[src/rtl/rf_write_arbiter_pkg.sv]
// rf_write_arbiter_pkg
//   Shared definitions for the register-file write arbiter slice.
//   - Unified RF address space geometry: 6-bit addresses. GPRs sit at 0x00..0x1F,
//     HI/LO sit above them, and CP0 slots follow.
//   - Data bus width (DATA_BUS).
//   - Helper that recognises the hard-wired $zero slot.
package rf_write_arbiter_pkg;

  localparam int DATA_BUS      = 32;
  localparam int RF_ADDR_WIDTH = 6;

  typedef logic [RF_ADDR_WIDTH-1:0] rf_addr_t;
  typedef logic [DATA_BUS-1:0]      rf_data_t;

  localparam rf_addr_t RF_REG_ZERO = 6'h00;
  localparam rf_addr_t RF_REG_HI   = 6'h21;
  localparam rf_addr_t RF_REG_LO   = 6'h22;

  // Writes to $zero are architecturally discarded.
  function automatic logic is_zero_slot(input rf_addr_t addr);
    return addr == RF_REG_ZERO;
  endfunction

endpackage

[src/rtl/rf_write_arbiter_picker.sv]
// rf_write_arbiter_picker
//   Combinational round-robin picker. It selects the first valid requester,
//   scanning upward from prio_ptr and wrapping modulo NUM_REQ.
//   Ports:
//     req_valid   in  [NUM_REQ-1:0]  per-requester request
//     prio_ptr    in  [PTR_W-1:0]    index holding highest priority this cycle
//     grant       out [NUM_REQ-1:0]  one-hot winner, zero when nothing is valid
//     grant_idx   out [PTR_W-1:0]    binary index of the winner
//     grant_any   out                at least one requester is valid
module rf_write_arbiter_picker #(
  parameter int NUM_REQ = 4,
  parameter int PTR_W   = 2
) (
  input  logic [NUM_REQ-1:0] req_valid,
  input  logic [PTR_W-1:0]   prio_ptr,
  output logic [NUM_REQ-1:0] grant,
  output logic [PTR_W-1:0]   grant_idx,
  output logic               grant_any
);

  // Distance of idx from base, walking upward around the ring.
  function automatic int ring_dist(input int idx, input int base);
    return (idx - base + NUM_REQ) % NUM_REQ;
  endfunction

  int best_dist;

  // The valid requester closest to prio_ptr (ring distance) wins.
  always_comb begin
    best_dist = NUM_REQ;
    grant_idx = '0;
    grant_any = 1'b0;
    grant     = '0;
    for (int i = 0; i < NUM_REQ; i++) begin
      if (req_valid[i] && (ring_dist(i, int'(prio_ptr)) < best_dist)) begin
        best_dist = ring_dist(i, int'(prio_ptr));
        grant_idx = PTR_W'(i);
        grant_any = 1'b1;
      end
    end
    for (int i = 0; i < NUM_REQ; i++) begin
      grant[i] = grant_any && (grant_idx == PTR_W'(i));
    end
  end

endmodule

[src/rtl/rf_write_arbiter.sv]
// rf_write_arbiter
//   Shares the single unified register-file write port among NUM_REQ requesters
//   (ROB commit ports, the CP0 Count/Compare updater and the exception unit).
//   It grants one write per cycle with a zero-latency ready and drives a
//   registered write port.
//   Configuration macro:
//     RF_ARB_FIXED_PRIO_EN  when defined, the lowest index always wins and
//                           prio_ptr does not exist. The default is round-robin.
//   Ports:
//     clk, rst        clock, synchronous active-high reset
//     stall           RF cannot take a write; blocks granting this cycle
//     req_valid       [NUM_REQ]               per-requester write request
//     req_addr        [NUM_REQ*RF_ADDR_WIDTH] flattened unified RF addresses
//     req_data        [NUM_REQ*DATA_BUS]      flattened write data
//     req_ready       [NUM_REQ]               one-hot grant or zero (combinational)
//     rf_write_en     registered write enable
//     rf_write_addr   registered write address
//     rf_write_data   registered write data
//     grant_id        index of the requester whose write is on the port
module rf_write_arbiter
  import rf_write_arbiter_pkg::*;
#(
  parameter int NUM_REQ = 4,
  parameter int PTR_W   = 2
) (
  input  logic                             clk,
  input  logic                             rst,
  input  logic                             stall,
  input  logic [NUM_REQ-1:0]               req_valid,
  input  logic [NUM_REQ*RF_ADDR_WIDTH-1:0] req_addr,
  input  logic [NUM_REQ*DATA_BUS-1:0]      req_data,
  output logic [NUM_REQ-1:0]               req_ready,
  output logic                             rf_write_en,
  output logic [RF_ADDR_WIDTH-1:0]         rf_write_addr,
  output logic [DATA_BUS-1:0]              rf_write_data,
  output logic [PTR_W-1:0]                 grant_id
);

  logic [NUM_REQ-1:0] pick_onehot;
  logic [PTR_W-1:0]   pick_idx;
  logic               pick_any;
  logic               accept_p0;
  rf_addr_t           sel_addr_p0;
  rf_data_t           sel_data_p0;

  logic               wr_vld_p1;
  rf_addr_t           wr_addr_p1;
  rf_data_t           wr_data_p1;
  logic [PTR_W-1:0]   wr_id_p1;

`ifdef RF_ARB_FIXED_PRIO_EN
  // Priority encoder: the lowest index wins, so scan downward and let the
  // last hit stand.
  always_comb begin
    pick_idx    = '0;
    pick_any    = 1'b0;
    pick_onehot = '0;
    for (int i = NUM_REQ - 1; i >= 0; i--) begin
      if (req_valid[i]) begin
        pick_idx = PTR_W'(i);
        pick_any = 1'b1;
      end
    end
    for (int i = 0; i < NUM_REQ; i++) begin
      pick_onehot[i] = pick_any && (pick_idx == PTR_W'(i));
    end
  end
`else
  logic [PTR_W-1:0] prio_ptr;

  rf_write_arbiter_picker #(
    .NUM_REQ (NUM_REQ),
    .PTR_W   (PTR_W)
  ) u_picker (
    .req_valid (req_valid),
    .prio_ptr  (prio_ptr),
    .grant     (pick_onehot),
    .grant_idx (pick_idx),
    .grant_any (pick_any)
  );

  // After a grant, the requester just past the winner gets the highest priority.
  always_ff @(posedge clk) begin
    if (rst) begin
      prio_ptr <= '0;
    end else if (accept_p0) begin
      prio_ptr <= (pick_idx == PTR_W'(NUM_REQ - 1)) ? '0 : pick_idx + 1'b1;
    end
  end
`endif

  // ---- stage p0: grant and operand select ----
  // A grant is only offered while the RF can take it and reset is low, so
  // ready doubles as the accept strobe.
  assign accept_p0 = pick_any && !rst && !stall;
  assign req_ready = accept_p0 ? pick_onehot : '0;

  always_comb begin
    sel_addr_p0 = '0;
    sel_data_p0 = '0;
    for (int i = 0; i < NUM_REQ; i++) begin
      if (pick_onehot[i]) begin
        sel_addr_p0 = req_addr[i*RF_ADDR_WIDTH +: RF_ADDR_WIDTH];
        sel_data_p0 = req_data[i*DATA_BUS +: DATA_BUS];
      end
    end
  end

  // ---- stage p1: registered write port ----
  // A $zero write is still accepted and recorded as the last write, but it
  // never raises the enable.
  always_ff @(posedge clk) begin
    if (rst) begin
      wr_vld_p1  <= 1'b0;
      wr_addr_p1 <= '0;
      wr_data_p1 <= '0;
      wr_id_p1   <= '0;
    end else begin
      wr_vld_p1 <= accept_p0 && !is_zero_slot(sel_addr_p0);
      if (accept_p0) begin
        wr_addr_p1 <= sel_addr_p0;
        wr_data_p1 <= sel_data_p0;
        wr_id_p1   <= pick_idx;
      end
    end
  end

  // Reset during the write cycle drops the write. The requester has already
  // seen its accept, so the write is simply lost.
  assign rf_write_en   = wr_vld_p1 && !rst;
  assign rf_write_addr = wr_addr_p1;
  assign rf_write_data = wr_data_p1;
  assign grant_id      = wr_id_p1;

endmodule

[config.mk]
export PLATFORM = sky130hd
export DESIGN_NAME = rf_write_arbiter
export DESIGN_NICKNAME = d
export VERILOG_FILES = /design/src/rtl/rf_write_arbiter_pkg.sv /design/src/rtl/rf_write_arbiter_picker.sv /design/src/rtl/rf_write_arbiter.sv
export SDC_FILE = /design/constraint.sdc
export NUM_CORES = 1
export LEC_CHECK = 0
export BUFFER_PORTS_ARGS = -buffer_cell sky130_fd_sc_hd__buf_2
export CAP_MARGIN = 20
export CORE_ASPECT_RATIO = 0.9
export CORE_MARGIN = 2
export CORE_UTILIZATION = 44
export DETAILED_ROUTE_END_ITERATION = 10
export PLACE_DENSITY_LB_ADDON = 0.05
export SLEW_MARGIN = 20
export SYNTH_ARGS = -nofsm -noshare
export SYNTH_HDL_FRONTEND = slang
export SYNTH_HIERARCHICAL = 1
export SYNTH_SLANG_ARGS = --single-unit
[constraint.sdc]
create_clock -name clk -period 3.9 [get_ports clk]
set_clock_uncertainty 0.05 [all_clocks]
set_input_delay 0.585 -clock clk [delete_from_list [all_inputs] [get_ports clk]]
set_output_delay 0.585 -clock clk [all_outputs]
set_load 0.1 [all_outputs]
==> impl_metrics.tcl, run 1 <==
set metrics [dict create \
    crit_required_ns 3.26 \
    overflow 0 \
    slowest_delay_ns 0.36 \
    tightest_slew_ns 1.00 \
    ios 204 \
    start_kind "flip-flop" \
    ys_seq_area_share_pct 25.7 \
    vias 3598 \
    area_delta_synth_final_pct 34.8 \
    synth_nets 544 \
    power_per_cell_area_mw_per_mm2 600 \
    detailedPlacementHpwl_um 7730 \
    firstDrtPassIters 4 \
    synth_cell_types 44 \
    gp_congestion 0.823 \
    clk_latency_ns 0.29 \
    grt_pass1_vias 3321 \
    synth_seq_cells 43 \
    place_ws_ns -0.129 \
    dieArea_mm2 0.00832 \
    min_period_ns 3.76 \
    clkTransAtPathRegs_ns 0.08 \
    cts_max_level 2 \
    netlist_instances 382 \
    worstPathArrival_ns 3.12 \
    crit_path_end_kind "output port" \
    utilization_pct 60.4 \
    crit_chain "nand2b_1 > nor2_2 > o21ai_2 > ha_2 > o22ai_2 > o21ai_2 > nor2_1 > a21o_1 > ha_1 > o21ai_1 > o21ai_2 > o2111a_1 > buf_4 > and2_1 > buf_12" \
    ant_nets 0 \
    multiInputGateArea_mm2 0.00218 \
    stdcell_count 662 \
    combPwrFrac_pct 68.4 \
    syn_area_per_cell_um2 8.76 \
    fin_ws_ns 0.143 \
    cts_hold_buffers 0 \
    most-common-layout-cells "buf_2 (199), a21oi_1 (44), dfxtp_1 (41)" \
    power_leakage_uw 0.00210 \
    syn_area_mm2 0.00335 \
    rows 30 \
    grt_usage_pct 23.4 \
    route.detailed.drc 0 \
    io_buffers 203 \
    cts_tree "yes" \
    p_sw_uw 1430 \
    slowest_stage "dfxtp_2" \
    vdd_drop_max_mv 0.307 \
    dieHeight_um 86.8 \
    power_frac_seq_pct 20.9 \
    path_buf_inv 2 \
    wl_um 10300 \
    hold_viol 0 \
    start_util_pct 44.8 \
    nFillCells 726 \
    timing.critical_path.mode_cell "o21ai_2" \
    p_clk_share_pct 10.7 \
    synth-edff-count 0 \
    hold_path_class "reg -> reg" \
    cts_sinks 43 \
    p_int_uw 1280 \
    crit_type "reg -> out" \
    seqCellArea_um2 866 \
    slew_headroom_pct 33.1 \
    cap_viol_max_count 0 \
    finalMaxSlewViolations 0 \
    grt_antenna_before_repair 0 \
    sw_frac_of_total_pct 52.8 \
    drtIter0Drc 75 \
    wire_per_inst_um 15.5 \
    ys.flop_type "dfxtp_1" \
    die_w_um 96.0 \
    stdcell_area_mm2 0.00451 \
    grt_start_max_net_pins 44 \
    layout_commonest_cell "buf_2" \
    grt_pass1_wl_um 15400 \
    whs_ns 0.411 \
    numCtsBuffers 5 \
    async_flop_share_pct 0 \
    status "complete, no violations" \
    via_per_inst 5.44 \
    clockBufferDepth 2 \
    dp_cells 653 \
    finalCritPeriodShare_pct 96.3 \
    ctsRootBufferMaster "clkbuf_8" \
    ys_warn_count 6 \
    fp.coreArea_mm2 0.00747 \
    fin_nets 728 \
    diodes 0 \
    path_max_fanout 6 \
    dpl_cell_area_mm2 0.00439 \
    drive_above_1_share_pct 54.1 \
    max_freq_ghz 0.266 \
    critPathTopFamily "compound AO/OA/AOI/OAI gates" \
    finalSetupViolCount 0 \
]
[worst min-delay path, delay by kind of cell, from the launching register on]
| kind | cells | cell delay [ns] |
|---|---|---|
| compound gates | 1 | 0.06 |
| flops | 1 | 0.31 |
| simple gates | 1 | 0.05 |
[final timing paths]
check | start | endpoint | slack [ns] | cells past startpoint
max | prio_ptr[1] | req_ready[0] | 0.14 | 15
min | rf_write_addr[2] | rf_write_addr[2] | 0.41 | 2
max reg2reg | prio_ptr[1] | rf_write_data[30] | 0.24 | 19
min reg2reg | rf_write_addr[2] | rf_write_addr[2] | 0.41 | 2
[per-stage QoR]
stage,setup TNS [ns],total power (µW)
2_1_floorplan,-0.0196,2110
3_3_place_gp,0,2380
3_5_place_dp,-1.38,2420
4_1_cts,0,2710
5_1_grt,-0.00327,2870
6_report,0,2710
[flip-flops by register name, summed over array words and instances, names as in the netlist]
signal / count
rf_write_addr: 6
prio_ptr: 2
wr_vld_p1: 1
rf_write_data: 32
grant_id: 2
[kinds of logic after synthesis]
family                   after synthesis  share of synthesized area [%]
AO/OA/AOI/OAI                        137                           35.9
AND/OR/NAND/NOR                      145                           26.5
XOR/XNOR                               1                          0.262
buffers and inverters                 53                           10.4
flip-flops                            43                           25.7
adder cells (fa/ha/maj)                3                           1.12
[routing by layer]
layer / track usage (%) / vias to the layer above / share of wire, %
met1: 26.6 / 1678 / 40
met4: 4.94 / 0 / 0.39
li1: - / 1776 / -
met5: 0 / - / 0
met2: 43.7 / 138 / 52
met3: 5.74 / 6 / 8.1
[what timing repair did]
item                                    4_1_cts  5_1_grt
endpoints found under the setup margin        2        3
setup buffers                                 1        1
resized for setup                             3        7
pin swaps                                     0        1
[power groups by stage]
stage	logic [µW]	clock network, µW	registers [µW]
after floorplan	1030	0	1080
after global placement	1810	0	573
after detailed placement	1840	0	575
after CTS	1840	300	567
after global routing	1980	317	578
final	1850	289	567
[cells in the mapped netlist, drive strengths merged, types with 7 or more instances]
cell | count | area, µm²
a21oi | 45 | 229
a221oi | 33 | 483
buf | 20 | 186
clkbuf | 21 | 103
dfxtp | 43 | 861
inv | 11 | 41.3
nand2 | 16 | 60.1
nor2 | 39 | 146
nor2b | 39 | 251
nor3 | 34 | 320
o21ai | 7 | 35.0
o31a | 32 | 280
[layout make-up]
cell class,count,area share [%]
clock inverters,1,0.111
well taps,96,2.66
flip-flops and latches,43,19.2
repair buffers,219,27.1
inverters,11,0.915
clock buffers,6,1.83
multi-input cells,286,48.2
(Power assumes the default switching activity.)
==> run 2, diff against run 1 <==
CAP_MARGIN = default   (was 20)
SYNTH_HIERARCHICAL = default   (was 1)
==> run 2 against run 1 <==
  * Clock power hardly changed
  * Non-clock buffer count increased by 34
  * Final cell count rose by 13%
  * Critical path depth is 1 higher
  * Count of clock-buffer cells in the layout stayed put
  * Largest power group unchanged
  * Synthesized area shrank 1.1%
  * The run now ends with negative setup slack left
  * Hold slack worse by 0.0045 ns
==> impl_metrics.tcl, run 2 <==
set metrics [dict create \
    whs_ns 0.407 \
    vdd_drop_max_mv 0.569 \
    crit_required_ns 3.26 \
    grt_start_max_net_pins 57 \
    drive_above_1_share_pct 47.1 \
    wl_um 12900 \
    finalCritPeriodShare_pct 104 \
    slew_headroom_pct 65.4 \
    detailedPlacementHpwl_um 9280 \
    syn_area_per_cell_um2 7.51 \
    grt_setup_unrepaired "true" \
    hold_viol 0 \
    hold_start "rf_write_data[12]" \
    cap_viol_max_count 0 \
    area_delta_synth_final_pct 49.3 \
    start_kind "primary input" \
    startpoint "req_valid[0]" \
    synth_nets 604 \
    worstPathArrival_ns 3.41 \
    grt_util_met3_pct 6.87 \
    die_w_um 95.5 \
    numCtsBuffers 5 \
    yosys-top-cells-area "dfxtp_1 (26%), nand3_1 (8.6%), nand3b_1 (6.6%)" \
    start_util_pct 46.1 \
    grt_pass1_vias 4020 \
    ctsRootBufferMaster "clkbuf_8" \
    syn_area_mm2 0.00331 \
    route.detailed.drc 0 \
    gp_congestion 0.887 \
    crit_path_end_kind "output port" \
    rr_startpoint "prio_ptr[1]" \
    firstDrtPassIters 5 \
    finalSetupViolCount 7 \
    largest_reg_flops 32 \
    power_per_cell_area_mw_per_mm2 875 \
    max_freq_ghz 0.247 \
    io_buffers 203 \
    overflow 0 \
    status "complete, but fails checks" \
    fin_ws_ns -0.145 \
    grt_antenna_before_repair 1 \
    path_max_fanout 3 \
    ant_nets 0 \
    rows 29 \
    cts_sinks 43 \
    ios 204 \
    dpl_cell_area_mm2 0.00465 \
    async_flop_share_pct 0 \
    finalMaxSlewViolations 0 \
    tightest_slew_ns 0.518 \
    synth_cell_types 49 \
    cts_hold_buffers 0 \
    wire_per_inst_um 17.2 \
    cts_max_level 2 \
    ys.flop_type "dfxtp_1" \
    grt_usage_pct 29.7 \
    yosysTopAreaCellShare_pct 26.0 \
    vias 4337 \
    seqCellArea_um2 866 \
    most-common-layout-cells "buf_2 (197), nand3_1 (57), nand2_1 (49)" \
    fin_nets 818 \
    dieHeight_um 86.3 \
    crit_type "in -> out" \
    synth_common_cells "nand3_1 (57), nand2_1 (52), dfxtp_1 (43)" \
    clkTransAtPathRegs_ns 0.09 \
    nFillCells 638 \
    cts_tree "yes" \
    yosysMostFrequentCell "nand3_1" \
    fin_setup_tns_ns -0.369 \
    netlist_instances 441 \
    power_uw 4330 \
    use_met1_pct 37.7 \
    grt_pass1_wl_um 19400 \
    met2_usage_pct 50.5 \
    power_leakage_uw 0.00235 \
    dieArea_mm2 0.00824 \
    multiInputGateArea_mm2 0.00231 \
    hold_path_class "reg -> reg" \
    violations "negative setup slack" \
    clk_latency_ns 0.30 \
    min_period_ns 4.05 \
    drtIter0Drc 215 \
    fp.coreArea_mm2 0.00718 \
    grt.busiest_layer "met2" \
    diodes 0 \
    utilization_pct 68.8 \
    clockBufferDepth 2 \
    ys_warn_count 0 \
    ys_seq_area_share_pct 26.0 \
    stdcell_area_mm2 0.00494 \
    layout_commonest_cell "buf_2" \
    synth_seq_cells 43 \
    via_per_inst 5.79 \
    yosys.area.top_type "dfxtp_1" \
    synth-edff-count 0 \
]
[run 2: critical path, stage by stage]
cell and delay [ns]:
buf_6 0.10, mux2i_1 0.10, a32oi_1 0.24, ha_2 0.34, o22ai_2 0.19, o21ai_2 0.13, nand2_1 0.13, o21ai_2 0.09
ha_4 0.30, nor2_4 0.04, o21a_4 0.21, nor3b_4 0.23, ha_2 0.23, o41a_4 0.16, and2_4 0.15, buf_12 0.17
[run 2: worst paths after layout]
| check | endpoint | slack, ns | cells past startpoint |
|---|---|---|---|
| worst max register to register | rf_write_data[20] | -0.01 | 20 |
| worst min register to register | rf_write_data[12] | 0.41 | 2 |
| worst max-delay path | req_ready[0] | -0.15 | 16 |
| worst min-delay path | rf_write_data[12] | 0.41 | 2 |
[run 2: cells by family after synthesis]
logic type	Yosys count	synth area share [%]
simple gates	199	32.4
fa+ha+maj	4	1.51
flops	43	26.0
buf+inv	62	9.60
compound gates	118	26.0
mux	14	4.27
xor+xnor	1	0.264
[run 2: through the flow]
| step | instances | setup WS [ns] |
|---|---|---|
| after floorplan | 441 | -0.658 |
| after global placement | 729 | -0.0798 |
| after detailed placement | 729 | -0.233 |
| after CTS | 742 | 0.000190 |
| after global routing | 749 | -0.257 |
| final | 749 | -0.145 |
[run 2: metal layers]
layer,vias to the layer above,wire length (µm)
met4,2,383
li1,2068,-
met2,250,6040
met3,38,1260
met1,1979,5160
met5,-,13
[run 2: timing repair]
action / in CTS / in global routing
buffers inserted: 5 / 7
pin swaps: 6 / 10
endpoints found under the setup margin: 3 / 29
gates resized for setup: 5 / 27
cloned: 0 / 0
[run 2: cell type report]
type | instances | share of cell area, %
Tap cell | 93 | 2.35
Clock buffer | 6 | 1.47
Multi-Input combinational cell | 336 | 46.8
Inverter | 16 | 1.21
Clock inverter | 2 | 0.253
Sequential cell | 43 | 17.5
Timing Repair Buffer | 253 | 30.4
[run 2: power breakdown]
part | total (µW) | internal, µW | leakage (µW) | switching, µW
Sequential | 645 | 578 | 0.000354 | 67.0
Clock | 288 | 125 | 0.0000412 | 162
Combinational | 3400 | 1170 | 0.00196 | 2220
